## config.mk

```make
export PLATFORM = sky130hd
export DESIGN_NAME = tm_host_driver_flat
export DESIGN_NICKNAME = d
export VERILOG_FILES = /design/src/rtl/tm_host_driver_if.sv /design/src/rtl/tm_host_driver.sv /design/src/flat_wrapper.sv
export SDC_FILE = /design/constraint.sdc
export NUM_CORES = 1
export LEC_CHECK = 0
export BUFFER_PORTS_ARGS = -buffer_cell sky130_fd_sc_hd__buf_2
export CORE_ASPECT_RATIO = 2
export CORE_MARGIN = 1
export CORE_UTILIZATION = 50
export DETAILED_ROUTE_END_ITERATION = 10
export GPL_ROUTABILITY_DRIVEN = 0
export GPL_TIMING_DRIVEN = 0
export PLACE_DENSITY = 0.68
export SLEW_MARGIN = 15
export SYNTH_ARGS = -nofsm -noshare
export SYNTH_HDL_FRONTEND = slang
export SYNTH_SLANG_ARGS = --single-unit
```

## constraint.sdc

```tcl
create_clock -name clock -period 5.42 [get_ports clock]
set_input_delay 1.084 -clock clock [delete_from_list [all_inputs] [get_ports clock]]
set_output_delay 1.084 -clock clock [all_outputs]
set_load 0.1 [all_outputs]
```

## src/rtl/tm_host_driver_if.sv

```systemverilog
// Host-side bundle for tm_host_driver.
//   wr_valid/wr_data/wr_ready : symbol FIFO write handshake
//   start                     : one-cycle request to transmit the FIFO contents
//   busy                      : transmission or wait in progress
//   result/result_valid       : captured display value and its update pulse
//   timeout                   : sticky abort flag for the wait phase
// master = host side, slave = tm_host_driver.
interface tm_host_driver_if;
    logic        wr_valid;
    logic [5:0]  wr_data;
    logic        wr_ready;
    logic        start;
    logic        busy;
    logic [10:0] result;
    logic        result_valid;
    logic        timeout;

    modport master (
        output wr_valid, wr_data, start,
        input  wr_ready, busy, result, result_valid, timeout
    );

    modport slave (
        input  wr_valid, wr_data, start,
        output wr_ready, busy, result, result_valid, timeout
    );
endinterface

```

## src/rtl/tm_host_driver.sv

```systemverilog
// Drives a tape-machine chip through its slow, synchronized pin interface.
// Symbols are queued in a FIFO by the host, then on start each symbol is
// presented on tm_data, strobed with tm_next (setup / pulse / gap, HOLD cycles
// each), followed by a tm_done pulse. The driver then waits for the chip's
// compute_done and captures its display value, or aborts after TIMEOUT cycles.
// Ports:
//   clock, reset_n         : clock and asynchronous active-low reset
//   host                   : host bundle (slave modport)
//   tm_data/tm_next/tm_done: registered pins to chip io_in[7:2]/[1]/[0]
//   tm_compute_done        : chip io_out[0], asynchronous
//   tm_display             : chip io_out[11:1], asynchronous
module tm_host_driver #(
    parameter int unsigned DEPTH   = 16,
    parameter int unsigned HOLD    = 4,
    parameter int unsigned TIMEOUT = 65535
) (
    input  logic                  clock,
    input  logic                  reset_n,
    tm_host_driver_if.slave       host,
    output logic [5:0]            tm_data,
    output logic                  tm_next,
    output logic                  tm_done,
    input  logic                  tm_compute_done,
    input  logic [10:0]           tm_display
);

    localparam int unsigned AW = $clog2(DEPTH);
    localparam int unsigned HW = $clog2(HOLD);
    localparam int unsigned CW = $clog2(TIMEOUT + 1);

    typedef enum logic [2:0] {
        StIdle,
        StSetup,
        StPulse,
        StGap,
        StDonePulse,
        StWait,
        StCapture
    } state_e;

    state_e state_q, state_d;

    // ------------------------------------------------------------------
    // Symbol FIFO: pointers carry one extra wrap bit so full and empty
    // are distinguishable without a separate count.
    // ------------------------------------------------------------------
    logic [5:0]  mem [DEPTH];
    logic [AW:0] wr_ptr_q, rd_ptr_q;
    logic        full, empty, push, pop;
    logic [5:0]  head;

    assign empty = (wr_ptr_q == rd_ptr_q);
    assign full  = (wr_ptr_q[AW] != rd_ptr_q[AW]) &&
                   (wr_ptr_q[AW-1:0] == rd_ptr_q[AW-1:0]);
    assign head  = mem[rd_ptr_q[AW-1:0]];

    assign host.wr_ready = (state_q == StIdle) && !full;
    assign push          = host.wr_valid && host.wr_ready;

    always_ff @(posedge clock) begin
        if (push) begin
            mem[wr_ptr_q[AW-1:0]] <= host.wr_data;
        end
    end

    always_ff @(posedge clock or negedge reset_n) begin
        if (!reset_n) begin
            wr_ptr_q <= '0;
            rd_ptr_q <= '0;
        end else begin
            if (push) begin
                wr_ptr_q <= wr_ptr_q + 1'b1;
            end
            if (pop) begin
                rd_ptr_q <= rd_ptr_q + 1'b1;
            end
        end
    end

    // ------------------------------------------------------------------
    // Two-flop synchronizers for the chip's asynchronous outputs. The
    // display bus is only sampled once compute_done has been seen, by
    // which point the chip holds it stable.
    // ------------------------------------------------------------------
    logic        cd_meta_q, cd_sync_q;
    logic [10:0] disp_meta_q, disp_sync_q;

    always_ff @(posedge clock or negedge reset_n) begin
        if (!reset_n) begin
            cd_meta_q   <= 1'b0;
            cd_sync_q   <= 1'b0;
            disp_meta_q <= '0;
            disp_sync_q <= '0;
        end else begin
            cd_meta_q   <= tm_compute_done;
            cd_sync_q   <= cd_meta_q;
            disp_meta_q <= tm_display;
            disp_sync_q <= disp_meta_q;
        end
    end

    // ------------------------------------------------------------------
    // Sequencer
    // ------------------------------------------------------------------
    logic [HW-1:0] hold_q, hold_d;
    logic [CW-1:0] wait_q, wait_d;
    logic          hold_last;
    logic          timeout_q, timeout_d;
    logic [10:0]   result_q, result_d;
    logic          result_valid_q, result_valid_d;
    logic [5:0]    tm_data_q, tm_data_d;
    logic          tm_next_q, tm_next_d;
    logic          tm_done_q, tm_done_d;

    assign hold_last = (hold_q == HW'(HOLD - 1));

    always_comb begin
        state_d   = state_q;
        hold_d    = hold_q;
        wait_d    = wait_q;
        timeout_d = timeout_q;
        pop       = 1'b0;

        case (state_q)
            StIdle: begin
                if (host.start) begin
                    timeout_d = 1'b0;
                    hold_d    = '0;
                    state_d   = empty ? StDonePulse : StSetup;
                end
            end
            StSetup: begin
                if (hold_last) begin
                    hold_d  = '0;
                    state_d = StPulse;
                end else begin
                    hold_d = hold_q + 1'b1;
                end
            end
            StPulse: begin
                if (hold_last) begin
                    hold_d  = '0;
                    pop     = 1'b1;
                    state_d = StGap;
                end else begin
                    hold_d = hold_q + 1'b1;
                end
            end
            StGap: begin
                // The pop at the end of the pulse has already advanced the
                // read pointer, so empty reflects the remaining symbols.
                if (hold_last) begin
                    hold_d  = '0;
                    state_d = empty ? StDonePulse : StSetup;
                end else begin
                    hold_d = hold_q + 1'b1;
                end
            end
            StDonePulse: begin
                if (hold_last) begin
                    hold_d  = '0;
                    wait_d  = '0;
                    state_d = StWait;
                end else begin
                    hold_d = hold_q + 1'b1;
                end
            end
            StWait: begin
                // wait_q counts completed WAIT cycles; compute_done wins a tie
                // with the final timeout cycle.
                if (cd_sync_q) begin
                    state_d = StCapture;
                end else if (wait_q == CW'(TIMEOUT - 1)) begin
                    timeout_d = 1'b1;
                    state_d   = StIdle;
                end else begin
                    wait_d = wait_q + 1'b1;
                end
            end
            StCapture: begin
                state_d = StIdle;
            end
            default: begin
                state_d = StIdle;
            end
        endcase
    end

    // Pin and result registers are loaded from the next state so that each
    // pin changes on the same edge as the state it belongs to.
    always_comb begin
        tm_next_d      = (state_d == StPulse);
        tm_done_d      = (state_d == StDonePulse);
        result_valid_d = (state_d == StCapture);
        result_d       = (state_d == StCapture) ? disp_sync_q : result_q;

        case (state_d)
            StSetup:       tm_data_d = head;
            StPulse, StGap: tm_data_d = tm_data_q;
            default:       tm_data_d = '0;
        endcase
    end

    always_ff @(posedge clock or negedge reset_n) begin
        if (!reset_n) begin
            state_q        <= StIdle;
            hold_q         <= '0;
            wait_q         <= '0;
            timeout_q      <= 1'b0;
            result_q       <= '0;
            result_valid_q <= 1'b0;
            tm_data_q      <= '0;
            tm_next_q      <= 1'b0;
            tm_done_q      <= 1'b0;
        end else begin
            state_q        <= state_d;
            hold_q         <= hold_d;
            wait_q         <= wait_d;
            timeout_q      <= timeout_d;
            result_q       <= result_d;
            result_valid_q <= result_valid_d;
            tm_data_q      <= tm_data_d;
            tm_next_q      <= tm_next_d;
            tm_done_q      <= tm_done_d;
        end
    end

    assign tm_data           = tm_data_q;
    assign tm_next           = tm_next_q;
    assign tm_done           = tm_done_q;
    assign host.busy         = (state_q != StIdle);
    assign host.result       = result_q;
    assign host.result_valid = result_valid_q;
    assign host.timeout      = timeout_q;

endmodule

```

## src/flat_wrapper.sv

```systemverilog
// flat-port wrapper written by rule: the top's interface ports become plain ports
module tm_host_driver_flat 
#(
    parameter int unsigned DEPTH   = 16,
    parameter int unsigned HOLD    = 4,
    parameter int unsigned TIMEOUT = 65535
)
  (clock, reset_n, tm_data, tm_next, tm_done, tm_compute_done, tm_display, host_wr_valid, host_wr_data, host_start, host_wr_ready, host_busy, host_result, host_result_valid, host_timeout);
  tm_host_driver_if host_i ();
  input  logic clock;
  input  logic reset_n;
  output logic [5:0] tm_data;
  output logic tm_next;
  output logic tm_done;
  input  logic tm_compute_done;
  input  logic [10:0] tm_display;
  input wire logic [$bits(host_i.wr_valid)-1:0] host_wr_valid;
  input wire logic [$bits(host_i.wr_data)-1:0] host_wr_data;
  input wire logic [$bits(host_i.start)-1:0] host_start;
  output wire logic [$bits(host_i.wr_ready)-1:0] host_wr_ready;
  output wire logic [$bits(host_i.busy)-1:0] host_busy;
  output wire logic [$bits(host_i.result)-1:0] host_result;
  output wire logic [$bits(host_i.result_valid)-1:0] host_result_valid;
  output wire logic [$bits(host_i.timeout)-1:0] host_timeout;
  assign host_i.wr_valid = host_wr_valid;
  assign host_i.wr_data = host_wr_data;
  assign host_i.start = host_start;
  assign host_wr_ready = host_i.wr_ready;
  assign host_busy = host_i.busy;
  assign host_result = host_i.result;
  assign host_result_valid = host_i.result_valid;
  assign host_timeout = host_i.timeout;
  tm_host_driver #(.DEPTH(DEPTH), .HOLD(HOLD), .TIMEOUT(TIMEOUT)) u_core (.clock(clock), .reset_n(reset_n), .host(host_i), .tm_data(tm_data), .tm_next(tm_next), .tm_done(tm_done), .tm_compute_done(tm_compute_done), .tm_display(tm_display));
endmodule
```

==> summary.md <==
| Metric | Value |
|---|---|
| CTS tree | done |
| Mux cell area share after synthesis | 0.0911 |
| Post-CTS sizing | 0 |
| IO Count | 45 |
| Post-synthesis compound-gate area fraction | 0.0691 |
| Grt ovf | 0 |
| Wire length per cell | 19.5 um |
| Critical path cell sequence | clkbuf_1 > xor2_1 > nor4_2 > a21oi_1 > buf_2 |
| N_diodes | 0 |
| Dominant cell by count in the synthesized netlist | edfxtp_1 |
| Starting Density | 0.517 |
| FF-to-FF End | u_core.mem[3][3]$_DFFE_PP_ |
| Setup Skew | 8.09 ps |
| Initial antenna violation count | 0 |
| CP max stage delay | 490 ps |
| CP required | 4340 ps |
| Die Height | 170 um |
| Seq/Total Area, Yosys | 0.681 |
| RSZ-0062 raised after global routing | no |
| Placed Instances | 700 |
| Post-synth top cells | 96 x edfxtp_1, 76 x dfrtp_1, 29 x mux2i_1 |
| Final Slew Violations | 0 |
| Hold path depth | 0 |
| Syn_nets | 499 |
| Worst Hold End | u_core.disp_sync_q[9]$_DFF_PN0_ |
| Clock transition at path regs | 60 ps |
| Synth warn | 0 |
| Final WL | 14,300 um |
| # rows | 60 |
| Adder-Cell Fraction of Synth Area | 0.0143 |
| Chip width | 85.8 um |
| Worst Reg-to-Reg Cells | 7 |
| Post-DR vias/cell | 5.54 |
| Fin Setup TNS | 0 ps |
| Core area | 13,600 um2 |
| Slew HR | 0.423 |
| Max Clk Rate | 303 MHz |
| H-Tree Depth | 4 |
| Final worst setup slack | 2120 ps |
| Clock root buffer | clkbuf_16 |
| Cts hold-fix bufs | 0 |
| Post-Synth Simple-Gate Area | 0.101 |
| Status | complete, no violations |
| Worst R2R Setup Slack | 2510 ps |
| Vias post-DR | 4,055 |
| Clock sink total | 172 |
| Clock latency on the worst-skew pair | 420 ps |
| Largest family of logic cells by synthesized area | simple AND/OR/NAND/NOR gates |
| Crit path arrival time | 2220 ps |
| Max FO, Critical Path | 7 |
| Setup bufs post-CTS | 0 |
| Pwr/cell area | 547 nW/um2 |
| Largest net degree at the start of global routing | 63 |
| VDD IR-drop max | 0.251 mV |
| Worst R2R Start | u_core.wr_ptr_q[2]$_DFFE_PN0P_ |
| Finished Layout Cells | 732 |
| Worst Tran Pin Value | 859 ps |
| Crit path time final | 3300 ps |
| Hold_sp | u_core.disp_meta_q[9]$_DFF_PN0_ |
| Power, Total | 4.45 mW |
| Total Nets Final | 563 |
| Pre-Repair DR Iteration Count | 4 |
| Worst setup EP type | primary output |
| Synthesized area per cell | 15.0 um2 |
| CTS buffer count | 17 |
| Synth-to-Final Area Change | 15.9% |
| Hold_ws | 347 ps |
| Area share of the largest cell type after synthesis | 0.411 |
| DRT iter0 DRCs | 161 |
| Clock Tree Buf Depth | 2 |
| FF+latch count, synth | 172 |
| Die area | 14,600 um2 |
| Startpoint Class | flip-flop |
| Max cap viols | 0 |
| Largest cells by area after synthesis | edfxtp_1 41%, dfrtp_1 27%, mux2i_1 4.1% |
| HPWL after detailed placement | 10,500 um |
| Final Hold Fails | 0 |
| Async S/R FF share, synth | 0.442 |
| Slowest stage cell, crit path | nor4_2 |
| Synth area leader | edfxtp_1 |
| Port Buffers | 44 |
| Post-route ant nets | 0 |
| Vias in the first global route | 4,386 |
| First-pass GRT wire length | 22,800 um |
| Critical path class | reg2out |
| Drt drc | 0 |
| Worst hold path type | reg2reg |
| Place WS | 2330 ps |
| Tcrit/Tclk final | 0.609 |
| Gate Count Post-Synth | 469 |
| Yosys cell types | 58 |
| Mapped Area | 7020 um2 |
| Final setup violation count | 0 |
| Xor/xnor share of the synthesized area | 0.0225 |
| Share of cells above drive strength 1 | 0.222 |
| Post-synth EDFFs | 96 |
| Global Route Usage Sum | 0.218 |
| Top_reg_cell synth | edfxtp_1 |
| Leakage | 3.19 nW |
-- placed cells by master (no fill, tap or decap), drive strengths merged, types with 3 or more instances in the layout --
cell type / count
mux2i: 29
and3: 18
o41ai: 6
or3: 6
buf: 56
a22o: 5
mux2: 13
o21ai: 13
nand3: 8
and2: 3
nor2b: 10
clkbuf: 33
o31ai: 4
nor3b: 3
dfrtp: 76
nand4: 7
edfxtp: 96
a21oi: 18
mux4: 9
nand2b: 3
a22oi: 4
and3b: 3
ha: 8
or4: 4
inv: 16
a211oi: 9
nor2: 10
xor2: 13
nor3: 5
nand2: 26
xnor2: 5
o211ai: 5
-- area by class of cell --
cell class	count	area, um2
Buffer	22	106
Clock buffer	22	508
Clock inverter	10	124
Fill cell	1041	5450
Inverter	11	41.3
Multi-Input combinational cell	264	2090
Sequential cell	172	4780
Tap cell	186	233
Timing Repair Buffer	45	250
-- layer usage --
layer  global-route usage  vias to the layer above  routed length (um)
li1                     -                     1902                   -
met5                    0                        -                   0
met4                0.125                        0                 717
met2                0.409                       84                8240
met3               0.0554                       35                 333
met1                0.208                     2034                4990
-- worst max-delay path by stage --
stage	from	depth (start not counted)	endpoint
2_1_floorplan	u_core.state_q[0]$_DFF_PN0_	4	host_wr_ready
3_3_place_gp	host_wr_valid	6	u_core.mem[3][4]$_DFFE_PP_
3_5_place_dp	host_wr_valid	6	u_core.mem[3][4]$_DFFE_PP_
4_1_cts	u_core.wr_ptr_q[3]$_DFFE_PN0P_	5	host_wr_ready
5_1_grt	u_core.wr_ptr_q[3]$_DFFE_PN0P_	5	host_wr_ready
6_report	u_core.wr_ptr_q[3]$_DFFE_PN0P_	5	host_wr_ready
-- logic make-up after synthesis --
family | Yosys count
flip-flops | 172
adder cells (fa/ha/maj) | 8
AO/OA/AOI/OAI | 71
AND/OR/NAND/NOR | 116
buffers and inverters | 33
XOR/XNOR | 18
multiplexers | 51
-- state kept, by name (all words and copies together), names as in the netlist, 3 cells and up --
| signal | cells |
|---|---|
| u_core.state_q | 3 |
| u_core.disp_meta_q | 11 |
| u_core.tm_data | 6 |
| u_core.rd_ptr_q | 5 |
| u_core.wait_q | 16 |
| u_core.wr_ptr_q | 5 |
| u_core.mem | 96 |
| u_core.disp_sync_q | 11 |
| u_core.host.result | 11 |
-- stage by stage --
stage               cell area [um2]  utilization
CTS                            8140        0.599
detailed placement             7500        0.552
floorplan                      7020            -
global placement               7470        0.550
finish                         8140        0.599
global route                   8140        0.599
-- worst max-delay path: cells and delay by family, from the launching register on --
kind / cells / cell delay, ps
buf+inv: 2 / 690
simple gates: 1 / 490
flops: 1 / 320
compound gates: 1 / 150
xor+xnor: 1 / 140
-- power by group --
part           internal (mW)  total, mW  switching [mW]
logic                  0.431       1.55            1.12
clock network          0.769       1.25           0.485
registers               1.55       1.64          0.0925
No activity file was read; power rests on OpenSTA's default activity.
